`config.mk`:
```
export PLATFORM = sky130hd
export DESIGN_NAME = register_bank_shadowed
export DESIGN_NICKNAME = d
export VERILOG_FILES = /design/src/rtl/register_bank_shadowed.sv
export SDC_FILE = /design/constraint.sdc
export NUM_CORES = 1
export LEC_CHECK = 0
export ABC_AREA = 0
export CAP_MARGIN = 40
export CORE_UTILIZATION = 30
export DETAILED_ROUTE_END_ITERATION = 6
export GPL_TIMING_DRIVEN = 1
export SLEW_MARGIN = 10
export SYNTH_ARGS = -nofsm -noshare
export SYNTH_HDL_FRONTEND = slang
export SYNTH_SLANG_ARGS = --single-unit
```
`constraint.sdc`:
```
create_clock -name clk -period 58.6 [get_ports clk]
set_input_delay 11.72 -clock clk [delete_from_list [all_inputs] [get_ports clk]]
set_output_delay 11.72 -clock clk [all_outputs]
set_load 0.01 [all_outputs]
```
`src/rtl/register_bank_shadowed.sv`:
```
// Shadowed configuration register bank with per-word write lanes, sticky lock,
// saturating error counter and read-only status window. Macro: REGISTER_BANK_SHADOW_EN.
module register_bank_shadowed #(
  parameter int WORD_WIDTH = 8,
  parameter int REG_WIDTH  = 4,
  parameter int REG_DEPTH  = 16,
  parameter int NUM_STATUS = 2,
  parameter int ERR_WIDTH  = 8
) (
  input  logic                            clk,
  input  logic                            i_reset,
  input  logic                            i_w_en,
  input  logic [WORD_WIDTH-1:0]           i_w_addr,
  input  logic [WORD_WIDTH*REG_WIDTH-1:0] i_w_value,
  input  logic [REG_WIDTH-1:0]            i_w_lane,
  input  logic                            i_r_en,
  input  logic [WORD_WIDTH-1:0]           i_r_addr,
  output logic [WORD_WIDTH*REG_WIDTH-1:0] o_r_value,
  output logic                            o_r_valid,
  output logic                            o_r_err,
  input  logic [WORD_WIDTH*REG_WIDTH-1:0] i_status [NUM_STATUS-1:0],
  output logic [WORD_WIDTH*REG_WIDTH-1:0] o_mem [REG_DEPTH-1:0],
  output logic                            o_commit,
  output logic                            o_locked
);

  localparam int W = WORD_WIDTH * REG_WIDTH;
  localparam logic [WORD_WIDTH-1:0] CTRL_ADDR = WORD_WIDTH'(REG_DEPTH);
  localparam logic [WORD_WIDTH-1:0] ERRC_ADDR = WORD_WIDTH'(REG_DEPTH + 1);
  localparam logic [ERR_WIDTH-1:0]  ERR_MAX   = '1;

  localparam logic [0:0] ST_UNLOCKED = 1'b0;
  localparam logic [0:0] ST_LOCKED   = 1'b1;

  logic [0:0]           state_q, state_d;
  logic [ERR_WIDTH-1:0] errCnt_q, errCnt_d;
  logic [W-1:0]         active_q [REG_DEPTH-1:0];
  logic [W-1:0]         active_d [REG_DEPTH-1:0];
  logic [W-1:0]         cfgView  [REG_DEPTH-1:0];
  logic                 commit_q, commit_d;
  logic [W-1:0]         rValue_q, rValue_d;
  logic                 rValid_q;
  logic                 rErr_q, rErr_d;
  logic                 locked;
  logic                 errHit;

`ifdef REGISTER_BANK_SHADOW_EN
  logic [W-1:0]         staging_q [REG_DEPTH-1:0];
  logic [W-1:0]         staging_d [REG_DEPTH-1:0];
  assign cfgView = staging_q;
`else
  assign cfgView = active_q;
`endif

  assign locked = (state_q == ST_LOCKED);

  // Write decode: staging/active updates, control actions, lock and error accounting.
  always_comb begin
    active_d = active_q;
`ifdef REGISTER_BANK_SHADOW_EN
    staging_d = staging_q;
`endif
    state_d  = state_q;
    errCnt_d = errCnt_q;
    commit_d = 1'b0;
    errHit   = 1'b0;
    if (i_w_en) begin
      if (i_w_addr < CTRL_ADDR) begin
        if (locked) begin
          errHit = 1'b1;
        end else begin
          for (int r = 0; r < REG_DEPTH; r++) begin
            if (i_w_addr == WORD_WIDTH'(r)) begin
              for (int k = 0; k < REG_WIDTH; k++) begin
                if (i_w_lane[k]) begin
`ifdef REGISTER_BANK_SHADOW_EN
                  staging_d[r][k*WORD_WIDTH +: WORD_WIDTH] = i_w_value[k*WORD_WIDTH +: WORD_WIDTH];
`else
                  active_d[r][k*WORD_WIDTH +: WORD_WIDTH] = i_w_value[k*WORD_WIDTH +: WORD_WIDTH];
`endif
                end
              end
            end
          end
        end
      end else if (i_w_addr == CTRL_ADDR) begin
        if (!i_w_lane[0]) begin
          errHit = 1'b1;
        end else begin
`ifdef REGISTER_BANK_SHADOW_EN
          // Commit takes priority over discard; the old lock state gates both.
          if (locked) begin
            if (i_w_value[0] || i_w_value[1]) errHit = 1'b1;
          end else if (i_w_value[0]) begin
            active_d = staging_q;
            commit_d = 1'b1;
          end else if (i_w_value[1]) begin
            staging_d = active_q;
          end
`endif
          if (i_w_value[2]) state_d = ST_LOCKED;
        end
      end else begin
        errHit = 1'b1;
      end
    end
    if (errHit && (errCnt_q != ERR_MAX)) errCnt_d = errCnt_q + ERR_WIDTH'(1);
  end

  // Read decode works from current register state, so same-cycle writes are not visible.
  always_comb begin
    rValue_d = '0;
    rErr_d   = 1'b0;
    if (i_r_addr < CTRL_ADDR) begin
      for (int r = 0; r < REG_DEPTH; r++) begin
        if (i_r_addr == WORD_WIDTH'(r)) rValue_d = cfgView[r];
      end
    end else if (i_r_addr == CTRL_ADDR) begin
      rValue_d = W'({locked, 2'b00});
    end else if (i_r_addr == ERRC_ADDR) begin
      rValue_d = W'(errCnt_q);
    end else begin
      rErr_d = 1'b1;
      for (int s = 0; s < NUM_STATUS; s++) begin
        if (i_r_addr == WORD_WIDTH'(REG_DEPTH + 2 + s)) begin
          rValue_d = i_status[s];
          rErr_d   = 1'b0;
        end
      end
    end
  end

  always_ff @(posedge clk or posedge i_reset) begin
    if (i_reset) begin
      state_q  <= ST_UNLOCKED;
      errCnt_q <= '0;
      commit_q <= 1'b0;
      rValue_q <= '0;
      rValid_q <= 1'b0;
      rErr_q   <= 1'b0;
      for (int r = 0; r < REG_DEPTH; r++) begin
        active_q[r] <= '0;
`ifdef REGISTER_BANK_SHADOW_EN
        staging_q[r] <= '0;
`endif
      end
    end else begin
      state_q  <= state_d;
      errCnt_q <= errCnt_d;
      commit_q <= commit_d;
      rValid_q <= i_r_en;
      rErr_q   <= i_r_en & rErr_d;
      if (i_r_en) rValue_q <= rValue_d;
      active_q <= active_d;
`ifdef REGISTER_BANK_SHADOW_EN
      staging_q <= staging_d;
`endif
    end
  end

  assign o_mem     = active_q;
  assign o_commit  = commit_q;
  assign o_locked  = locked;
  assign o_r_value = rValue_q;
  assign o_r_valid = rValid_q;
  assign o_r_err   = rErr_q;

endmodule

```
# After elaboration in Yosys (flattened, before gate mapping)
# Cells that the tools add are included.
# totals
reg_bits	555
wordCells	210
# op_classes
n_addsub	1
order_cmp	2
eq_ne	36
n_mux	31
bitwise	3
n_reduce_logical	68
# op_table
operator	n
2-to-1 mux 32 bit	21
AND reduction 5 bit	65
== test 8 x 4 -> 1 bit (second input constant)	16
== test 8 x 3 -> 1 bit (second input constant)	8
== test 8 x 5 -> 1 bit (second input constant)	5
== test 8 x 2 -> 1 bit (second input constant)	4
== test 8 x 1 -> 1 bit (second input constant)	2
zero test 8 bit	2
< comparator 8 x 5 -> 1 bit (second input constant)	2
2-to-1 mux 1 bit	10
adder 8 x 1 -> 8 bit (second input constant)	1
!= test 8 bit (second input constant)	1
NOT 1 bit	2
bitwise AND 1 bit	1
logical AND 1 bit	1

# Depth between registers and ports, before layout
# Gate-level depths: netlist of run 1.
# depth
ltp_word	18
mapped_depth	11
depth_no_buf	6

# Worst setup path before layout of run 1
# OpenSTA, ideal clock, no wires.
# synth_timing
path_type	input-to-reg
startpoint	input port i_w_addr[7]
endpoint	register active_q (netlist bit o_mem[384])
setup_ns	0.125
arrival_ns	13.573
t_required_ns	58.475
slack_ns	44.903
path_stages	6
path_cell_list	or4_4 -> nor3b_4 -> nand2_2 -> buf_6 -> nor2_4 -> mux2_2
# synth_between
elab_chain_cells	2
# synth_rtl
item	line_no	text
start: declaration	13	input logic [WORD_WIDTH-1:0] i_w_addr,
< comparator 8 x 5 -> 1 bit / == test 8 x 4 -> 1 bit (equally long branches)	68, 73	
AND reduction 5 bit (no line) (*)	n/a	
end signal: assignment	154	active_q <= active_d;
end: declaration	37	logic [W-1:0] active_q [REG_DEPTH-1:0];
# Every way passes the cells marked *; elsewhere a longest branch is shown, timed or not.
# A chain may end at the register's enable or synchronous reset.

# Worst setup path after layout of run 1
# layout_timing
startpoint	input port i_r_addr[5]
endpoint	register rValue_q[19], in the netlist o_r_value[19]
# layout_between
elab_chain_cells	18
# layout_rtl
item	line_no	text
start: declaration	17	input logic [WORD_WIDTH-1:0] i_r_addr,
zero test 8 bit	116	if (i_r_addr == WORD_WIDTH'(r)) rValue_d = cfgView[r];
2-to-1 mux 32 bit (16 in a row)	116	
2-to-1 mux 32 bit (*)	114	if (i_r_addr < CTRL_ADDR) begin
end signal: assignment	153	if (i_r_en) rValue_q <= rValue_d;
end: declaration	41	logic [W-1:0] rValue_q, rValue_d;
# Marks and branches as above.

==> results of run 1 <==
## stage by stage
stage          setup slack, ns  cells  utilization (%)  power, uW
2_1_floorplan            31.36   2227                -        432
3_3_place_gp             42.79   3978             39.2        472
3_5_place_dp             42.91   4002             39.7        474
4_1_cts                  43.58   4121             42.3        914
5_1_grt                  43.43   4121             42.3        933
6_report                 43.48   4122             42.3        911
## kinds of logic (layout without fill, tap and decap cells)
family | after synthesis | count (layout) | share of synthesized area, %
simple gates | 412 | 412 | 9.40
xor+xnor | 7 | 7 | 0.224
other cells | 1 | 2 | 0.0137
fa+ha+maj | 1 | 1 | 0.0456
flops | 555 | 555 | 50.7
compound gates | 480 | 480 | 11.5
mux | 615 | 615 | 25.6
buf+inv | 156 | 874 | 2.49
## critical path, stage by stage
cell and delay, ns:
clkdlybuf4s50_1 0.51, or4_2 0.73, buf_4 0.34, buf_4 0.34
nor2_4 0.12, buf_4 0.53, nand2_1 0.51, o32ai_1 0.39
o221ai_1 0.17, o21a_1 0.21
## state kept, by name (all words and copies together), names as in the netlist
signal     cells
o_mem        512
o_r_valid      1
errCnt_q       8
o_r_err        1
o_r_value     32
o_locked       1
## per-layer routing
| layer | part of all wire, % | vias to the layer above |
|---|---|---|
| met5 | 0.0089 | - |
| met1 | 41 | 12300 |
| li1 | - | 9664 |
| met4 | 4.8 | 2 |
| met2 | 47 | 1310 |
| met3 | 7.8 | 298 |
## worst min-delay path by stage
stage,from,endpoint,slack [ns]
after global placement,errCnt_q[6],errCnt_q[6],0.48
after global routing,errCnt_q[6],errCnt_q[6],0.52
after CTS,errCnt_q[6],errCnt_q[6],0.49
after floorplan,errCnt_q[4],errCnt_q[4],0.46
after detailed placement,errCnt_q[6],errCnt_q[6],0.48
final,errCnt_q[6],errCnt_q[6],0.49
## power breakdown
group          switching [uW]  leakage, uW  internal, uW  total (uW)
Clock                     181      0.00112           263         443
Combinational            49.0      0.00841          25.0        74.1
Sequential               5.29      0.00770           388         393
## cell type report
cell class	count	area, sq um
Tap cell	1176	1470
Inverter	8	37.5
Sequential cell	555	13900
Clock inverter	21	342
Timing Repair Buffer	747	7540
Fill cell	8589	52100
Clock buffer	98	1970
Multi-Input combinational cell	1516	12900
Antenna cell	1	2.50
## layout by cell type, fill, tap and decap left out, types with 7 or more instances in the layout
cell / n
nor3_1: 20
buf_8: 11
a2bb2oi_1: 9
nor2b_1: 19
a21oi_1: 124
nor2_4: 10
clkbuf_8: 11
clkdlybuf4s50_1: 661
a22oi_1: 44
a221oi_1: 14
mux4_2: 15
o31ai_1: 8
buf_4: 57
o211ai_1: 9
dfrtp_1: 555
and2_1: 7
a31oi_1: 21
nand2_1: 93
o2bb2ai_1: 11
nor2_2: 29
o22ai_1: 33
clkbuf_1: 17
a211oi_1: 18
a21o_1: 11
and3_1: 10
o221ai_1: 23
nor2_1: 88
o21ai_0: 93
nand2b_1: 12
nor2_8: 32
mux2i_1: 56
nand4_1: 7
clkbuf_16: 70
buf_12: 7
mux2_2: 543
nand3_1: 42
==> impl_metrics.env, run 1 <==
export IMPL_outcome="finished, final reports clean"
export IMPL_area_delta_synth_final_pct=39.3
export IMPL_drv_cap=0
export IMPL_clock_latency_ns=0.63
export IMPL_peakVddDrop_v=0.0000167
export IMPL_r2r_slack_ns=55.67
export IMPL_drv_slew=0
export IMPL_endpoint="o_r_value[19]"
export IMPL_grt_pass1_wl_mm=200
export IMPL_globalplace_congestion=0.863
export IMPL_antenna_found_initial=8
export IMPL_floorplan_rows=110
export IMPL_numClockSinks=555
export IMPL_synth_seq_cells=555
export IMPL_crit_start="i_r_addr[5]"
export IMPL_synthesis_area_sq_um=27400
export IMPL_timing_rr_end="o_mem[184]"
export IMPL_skew_ns=0.0426
export IMPL_cts_inserted_buffers=68
export IMPL_via_per_inst=5.73
export IMPL_worst_slew_pin_slew_ns=1.11
export IMPL_avgSynthCellArea_sq_um=12.3
export IMPL_hold_viol=0
export IMPL_drc=0
export IMPL_htreeDepth=3
export IMPL_layout_drive_gt1_share_pct=28.9
export IMPL_synth_cell_types=81
export IMPL_ctsResizeCount=0
export IMPL_postCtsSetupBuffers=0
export IMPL_finalSetupViolCount=0
export IMPL_fin_nets=3017
export IMPL_die_width_um=304
export IMPL_drt_wl_total_mm=145
export IMPL_period_share_pct=25.8
export IMPL_place_hpwl_mm=105
export IMPL_power_density_nw_per_um2=23.9
export IMPL_slew_headroom_pct=26.1
export IMPL_grt_busiest_layer="met2"
export IMPL_first_iter_violations=2200
export IMPL_use_met3_pct=6.82
export IMPL_synth_edff_count=0
export IMPL_final_area_sq_um=38200
export IMPL_clockBufferDepth=3
export IMPL_whs_ns=0.491
export IMPL_grt_pass1_vias=23700
export IMPL_max_freq_mhz=66.1
export IMPL_worstSetupPathType="input pin to flip-flop"
export IMPL_rsz0062_at_grt="no"
export IMPL_synth_common_cells="dfrtp_1 (555), mux2_2 (543), a21oi_1 (124), clkbuf_1 (95)"
export IMPL_synth_top_area_share_pct=50.7
export IMPL_cts_tree="built"
export IMPL_syn_nets=2348
export IMPL_p_leak_uw=0.0172
export IMPL_hold_buffers=0
export IMPL_synth_top_area_cell="dfrtp_1"
export IMPL_clk_pin_slew_worst_paths_ns=0.06
export IMPL_synth_seq_area_share_pct=50.7
export IMPL_numPortBuffers=666
export IMPL_async_reset_ff_share_pct=100
export IMPL_worstPathMaxFanout=29
export IMPL_crit_path_end_kind="flip-flop"
export IMPL_tns_ns=0
export IMPL_grt_overflow=0
export IMPL_hp_class="flip-flop to flip-flop"
export IMPL_synth_most_common_cell="dfrtp_1"
export IMPL_dr_total_vias=23600
export IMPL_yosys_top_cells_area="dfrtp_1 (51%), mux2_2 (22%), nor2_8 (2.3%)"
export IMPL_die_area_sq_um=92600
export IMPL_worstPathArrival_ns=15.64
export IMPL_reg2reg_depth=5
export IMPL_fin_crit_ns=15.12
export IMPL_drt_pass1_iter_count=6
export IMPL_worstPathRequired_ns=59.12
export IMPL_grt_max_degree=172
export IMPL_r2r_start="o_locked"
export IMPL_die_h_um=304
export IMPL_critPathLaunchType="input pin"
export IMPL_post_drt_wl_per_cell_um=35.3
export IMPL_use_met1_pct=39.7
export IMPL_ioPinCount=668
export IMPL_ys_warn_count=0
export IMPL_use_met2_pct=49.5
export IMPL_place_area_sq_um=35900
export IMPL_design_core_area_sq_um=90300
export IMPL_grt_use_total_pct=30.8
export IMPL_syn_inst=2227
export IMPL_initial_core_util_pct=30.4
export IMPL_synth_main_ff_cell="dfrtp_1"
export IMPL_min_path_cells=1
export IMPL_root_buffer="clkbuf_16"
export IMPL_drtAntennaViolNets=0
Power figures use the tool's default switching activity.
==> inputs of run 2 (changes only) <==
==> constraint.sdc (replaced) <==
create_clock -name clk -period 12.8 [get_ports clk]
set_input_delay 2.56 -clock clk [delete_from_list [all_inputs] [get_ports clk]]
set_output_delay 2.56 -clock clk [all_outputs]
set_load 0.01 [all_outputs]
==> run 2 against run 1 <==
Against the previous run: clock power increased to 4.5 times the previous value; first-iteration DRC count increased by 8.3%; total power increased to 4.6 times the previous value; critical path depth decreased by 2; worst setup slack got worse by 36 ns; sequential cell count unchanged; wire length increased by 1.1%; non-clock buffer count decreased by 1; die area unchanged; worst hold slack improved by 0.016 ns; register-to-register slack got worse by 46 ns; core utilization decreased by 0.058 points; critical path type unchanged; critical endpoint is now o_r_value[23].
==> impl_metrics.env, run 2 (synthesis results as in run 1) <==
export IMPL_worst_slew_pin_slew_ns=0.958
export IMPL_cts_tree="built"
export IMPL_reg2reg_depth=5
export IMPL_tns_ns=0
export IMPL_ctsResizeCount=0
export IMPL_design_core_area_sq_um=90300
export IMPL_drt_pass1_iter_count=6
export IMPL_grt_pass1_vias=23600
export IMPL_via_per_inst=5.78
export IMPL_hold_buffers=0
export IMPL_post_drt_wl_per_cell_um=35.7
export IMPL_final_common_cell="clkdlybuf4s50_1"
export IMPL_endpoint="o_r_value[23]"
export IMPL_use_met1_pct=41.2
export IMPL_final_cell_mix="clkdlybuf4s50_1 (661), dfrtp_1 (555), mux2_2 (543), a21oi_1 (124), o21ai_0 (93)"
export IMPL_clk_pin_slew_worst_paths_ns=0.06
export IMPL_drv_slew=0
export IMPL_drtAntennaViolNets=0
export IMPL_postCtsSetupBuffers=0
export IMPL_grt_pass1_wl_mm=202
export IMPL_p_leak_uw=0.0172
export IMPL_max_freq_mhz=175
export IMPL_r2r_slack_ns=9.81
export IMPL_period_share_pct=44.6
export IMPL_cts_inserted_buffers=67
export IMPL_numPortBuffers=666
export IMPL_globalplace_congestion=0.875
export IMPL_skew_ns=0.0315
export IMPL_die_area_sq_um=92600
export IMPL_grt_use_total_pct=31.1
export IMPL_crit_path_end_kind="flip-flop"
export IMPL_die_h_um=304
export IMPL_largest_reg_flops=512
export IMPL_fin_nets=3015
export IMPL_worstPathMaxFanout=20
export IMPL_r2r_start="o_locked"
export IMPL_worstPathRequired_ns=13.33
export IMPL_grt_overflow=0
export IMPL_numClockSinks=555
export IMPL_fillers=8659
export IMPL_place_area_sq_um=35800
export IMPL_root_buffer="clkbuf_16"
export IMPL_area_delta_synth_final_pct=39.1
export IMPL_worstPathArrival_ns=6.23
export IMPL_crit_start="i_r_addr[4]"
export IMPL_antenna_found_initial=5
export IMPL_dr_total_vias=23800
export IMPL_hold_viol=0
export IMPL_initial_core_util_pct=30.4
export IMPL_grt_busiest_layer="met2"
export IMPL_rsz0062_at_grt="no"
export IMPL_grt_max_degree=136
export IMPL_ioPinCount=668
export IMPL_hp_class="flip-flop to flip-flop"
export IMPL_outcome="finished, final reports clean"
export IMPL_die_width_um=304
export IMPL_drt_wl_total_mm=147
export IMPL_power_density_nw_per_um2=109
export IMPL_timing_rr_end="o_mem[60]"
export IMPL_peakVddDrop_v=0.0000849
export IMPL_place_hpwl_mm=106
export IMPL_first_iter_violations=2382
export IMPL_slew_headroom_pct=35.5
export IMPL_use_met2_pct=49.5
export IMPL_floorplan_rows=110
export IMPL_critPathLaunchType="input pin"
export IMPL_clock_latency_ns=0.63
export IMPL_finalSetupViolCount=0
export IMPL_drc=0
export IMPL_clockBufferDepth=3
export IMPL_drv_cap=0
export IMPL_fin_crit_ns=5.71
export IMPL_use_met3_pct=7.35
export IMPL_hp_start="o_r_value[15]"
export IMPL_worstSetupPathType="input pin to flip-flop"
export IMPL_htreeDepth=3
export IMPL_layout_drive_gt1_share_pct=28.8
export IMPL_final_area_sq_um=38100
[run 2: area by class of cell]
type	count	area [sq um]	share of cell area, %
sequential	555	13900	36.4
multi-input combinational	1516	12900	33.9
timing repair buffer	746	7520	19.7
clock buffer	97	1930	5.06
tap	1176	1470	3.86
clock inverter	20	353	0.926
inverter	8	33.8	0.0886
antenna	2	5.00	0.0131
[run 2: critical path, stage by stage]
cell and delay, ns:
clkdlybuf4s50_1 0.47, or4_2 1.04, nor2_4 0.70, buf_4 0.42, nand2_1 0.38, o211ai_1 0.37
o22ai_1 0.13, a21oi_1 0.14
[run 2: stage by stage]
stage | std cells | total power (uW) | hold slack [ns] | setup slack, ns | util (%)
finish | 4120 | 4160 | 0.507 | 7.09 | 42.2
global route | 4118 | 4260 | 0.536 | 7.01 | 42.2
CTS | 4118 | 4170 | 0.508 | 7.11 | 42.2
detailed placement | 4001 | 2170 | 0.495 | 6.48 | 39.7
global placement | 3975 | 2160 | 0.483 | 6.47 | 39.2
floorplan | 2227 | 1980 | 0.456 | 2.69 | -
[run 2: where the power goes]
group | switching (uW) | internal (uW) | leakage, uW
Clock | 815 | 1200 | 0.00112
Sequential | 24.4 | 1780 | 0.00770
Combinational | 228 | 115 | 0.00838
Total | 1070 | 3090 | 0.0172
[run 2: worst min path at each step]
stage	to	slack [ns]	cells past startpoint
floorplan	errCnt_q[4]	0.46	1
global placement	errCnt_q[6]	0.48	1
detailed placement	o_r_value[11]	0.49	1
CTS	o_r_value[11]	0.51	1
global route	errCnt_q[6]	0.54	1
finish	o_r_value[15]	0.51	1
[run 2: layer usage]
layer	part of all wire, %	vias to the layer above
li1	-	9645
met1	41	12500
met2	46	1374
met3	8.4	269
met4	3.8	4
met5	0.017	-
==> inputs of run 3 (changes only) <==
==> constraint.sdc (replaced) <==
create_clock -name clk -period 4.8 [get_ports clk]
set_input_delay 0.96 -clock clk [delete_from_list [all_inputs] [get_ports clk]]
set_output_delay 0.96 -clock clk [all_outputs]
set_load 0.01 [all_outputs]
==> run 3 against run 2 <==
Against the previous run: wire length up 0.17%; critical endpoint is now o_r_value[0]; critical path depth up 1; die area unchanged; first-iteration DRC count up 4.0%; global-route usage up 0.14 points; largest cell class unchanged.
==> impl_metrics.env, run 3 (synthesis results as in run 1) <==
export IMPL_htreeDepth=3
export IMPL_max_freq_mhz=275
export IMPL_worstSetupPathType="input pin to flip-flop"
export IMPL_skew_ns=0.0297
export IMPL_dp_cells=4058
export IMPL_layout_drive_gt1_share_pct=30.5
export IMPL_numClockSinks=555
export IMPL_initial_core_util_pct=30.4
export IMPL_drt_wl_total_mm=147
export IMPL_whs_ns=0.493
export IMPL_clockBufferDepth=3
export IMPL_critPathLaunchType="input pin"
export IMPL_cp_top_family="buffers and inverters"
export IMPL_largest_reg_flops=512
export IMPL_final_area_sq_um=38400
export IMPL_place_hpwl_mm=109
export IMPL_crit_path_end_kind="flip-flop"
export IMPL_power_density_nw_per_um2=285
export IMPL_critical_path_cell_chain="clkdlybuf4s50_1 -> or4_2 -> buf_4 -> nor2_4 -> buf_4 -> a22oi_1 -> o221ai_1 -> a21oi_1 -> o21ai_0"
export IMPL_floorplan_rows=110
export IMPL_hold_buffers=0
export IMPL_path_buf_inv=3
export IMPL_worstPathRequired_ns=5.34
export IMPL_rsz0062_at_grt="no"
export IMPL_worstPathMaxFanout=22
export IMPL_finalSetupViolCount=0
export IMPL_grt_use_total_pct=31.2
export IMPL_cts_tree="built"
export IMPL_worstPathArrival_ns=4.17
export IMPL_drtAntennaViolNets=0
export IMPL_numPortBuffers=666
export IMPL_instances_no_fill=4176
export IMPL_drv_slew=0
export IMPL_die_area_sq_um=92600
export IMPL_clock_latency_ns=0.62
export IMPL_die_h_um=304
export IMPL_clk_pin_slew_worst_paths_ns=0.06
export IMPL_ioPinCount=668
export IMPL_outcome="finished, final reports clean"
export IMPL_hold_viol=0
export IMPL_peakVddDrop_v=0.000262
export IMPL_die_width_um=304
export IMPL_first_iter_violations=2477
export IMPL_grt_pass1_wl_mm=203
export IMPL_slew_headroom_pct=36.9
export IMPL_grt_overflow=0
export IMPL_period_share_pct=75.6
export IMPL_via_per_inst=5.74
export IMPL_design_core_area_sq_um=90300
export IMPL_critPathMostFrequentCell="buf_4"
export IMPL_drc=0
export IMPL_grt_max_degree=142
export IMPL_dr_total_vias=24000
export IMPL_final_common_cell="clkdlybuf4s50_1"
export IMPL_cts_inserted_buffers=66
export IMPL_postCtsSetupBuffers=0
export IMPL_drt_pass1_iter_count=6
export IMPL_drv_cap=0
export IMPL_area_delta_synth_final_pct=40.0
export IMPL_hp_class="flip-flop to flip-flop"
export IMPL_grt_pass1_vias=23800
export IMPL_worst_slew_pin_slew_ns=0.947
export IMPL_root_buffer="clkbuf_16"
export IMPL_r2r_slack_ns=2.24
export IMPL_crit_slowest_cell="or4_2"
export IMPL_post_drt_wl_per_cell_um=35.3
export IMPL_place_area_sq_um=36100
export IMPL_final_cell_mix="clkdlybuf4s50_1 (661), dfrtp_1 (555), mux2_2 (543), a21oi_1 (124), buf_4 (123)"
export IMPL_p_leak_uw=0.0174
export IMPL_max_stage_delay_ns=1.01
export IMPL_antenna_found_initial=4
export IMPL_globalplace_congestion=0.888
export IMPL_total_power_uw=11000
export IMPL_fin_nets=3071
export IMPL_fin_crit_ns=3.63
export IMPL_ctsResizeCount=0
==> run 3: worst paths after layout <==
check	to	depth (start not counted)	startpoint
max in group asynchronous	o_r_value[13]	4	i_reset
setup reg to reg	o_mem[222]	6	o_locked
hold reg to reg	errCnt_q[6]	1	errCnt_q[6]
min in group asynchronous	o_r_value[0]	3	i_reset
hold / removal	errCnt_q[6]	1	errCnt_q[6]
setup / recovery	o_r_value[0]	9	i_r_addr[4]
==> run 3: area by class of cell <==
class	instances	area [sq um]
tap	1176	1470
clock buffer	92	1980
timing repair buffer	803	7840
clock inverter	24	262
fill	8663	51900
multi-input combinational	1516	12900
sequential	555	13900
antenna	2	5.00
inverter	8	33.8
==> run 3: where the power goes <==
| group | internal (uW) | leakage (uW) | switching [uW] |
|---|---|---|---|
| Combinational | 315 | 0.00860 | 602 |
| Sequential | 4740 | 0.00770 | 67.1 |
| Clock | 3070 | 0.00111 | 2170 |
==> run 3: per-stage QoR <==
step,setup TNS [ns],util [%],setup slack (ns)
after floorplan,-2061.15,-,-3.71
after global placement,0,39.9,0.694
after detailed placement,0,40.0,0.609
after CTS,0,42.5,1.25
after global routing,0,42.5,1.12
final,0,42.5,1.17
==> run 3: metal layers <==
| metal | vias up | GRT usage [%] | wire (um) |
|---|---|---|---|
| met5 | - | 0 | 9 |
| met4 | 2 | 12.8 | 6680 |
| met3 | 281 | 7.47 | 11800 |
| met2 | 1284 | 49.3 | 67600 |
| met1 | 12600 | 40.9 | 61200 |
| li1 | 9778 | - | - |
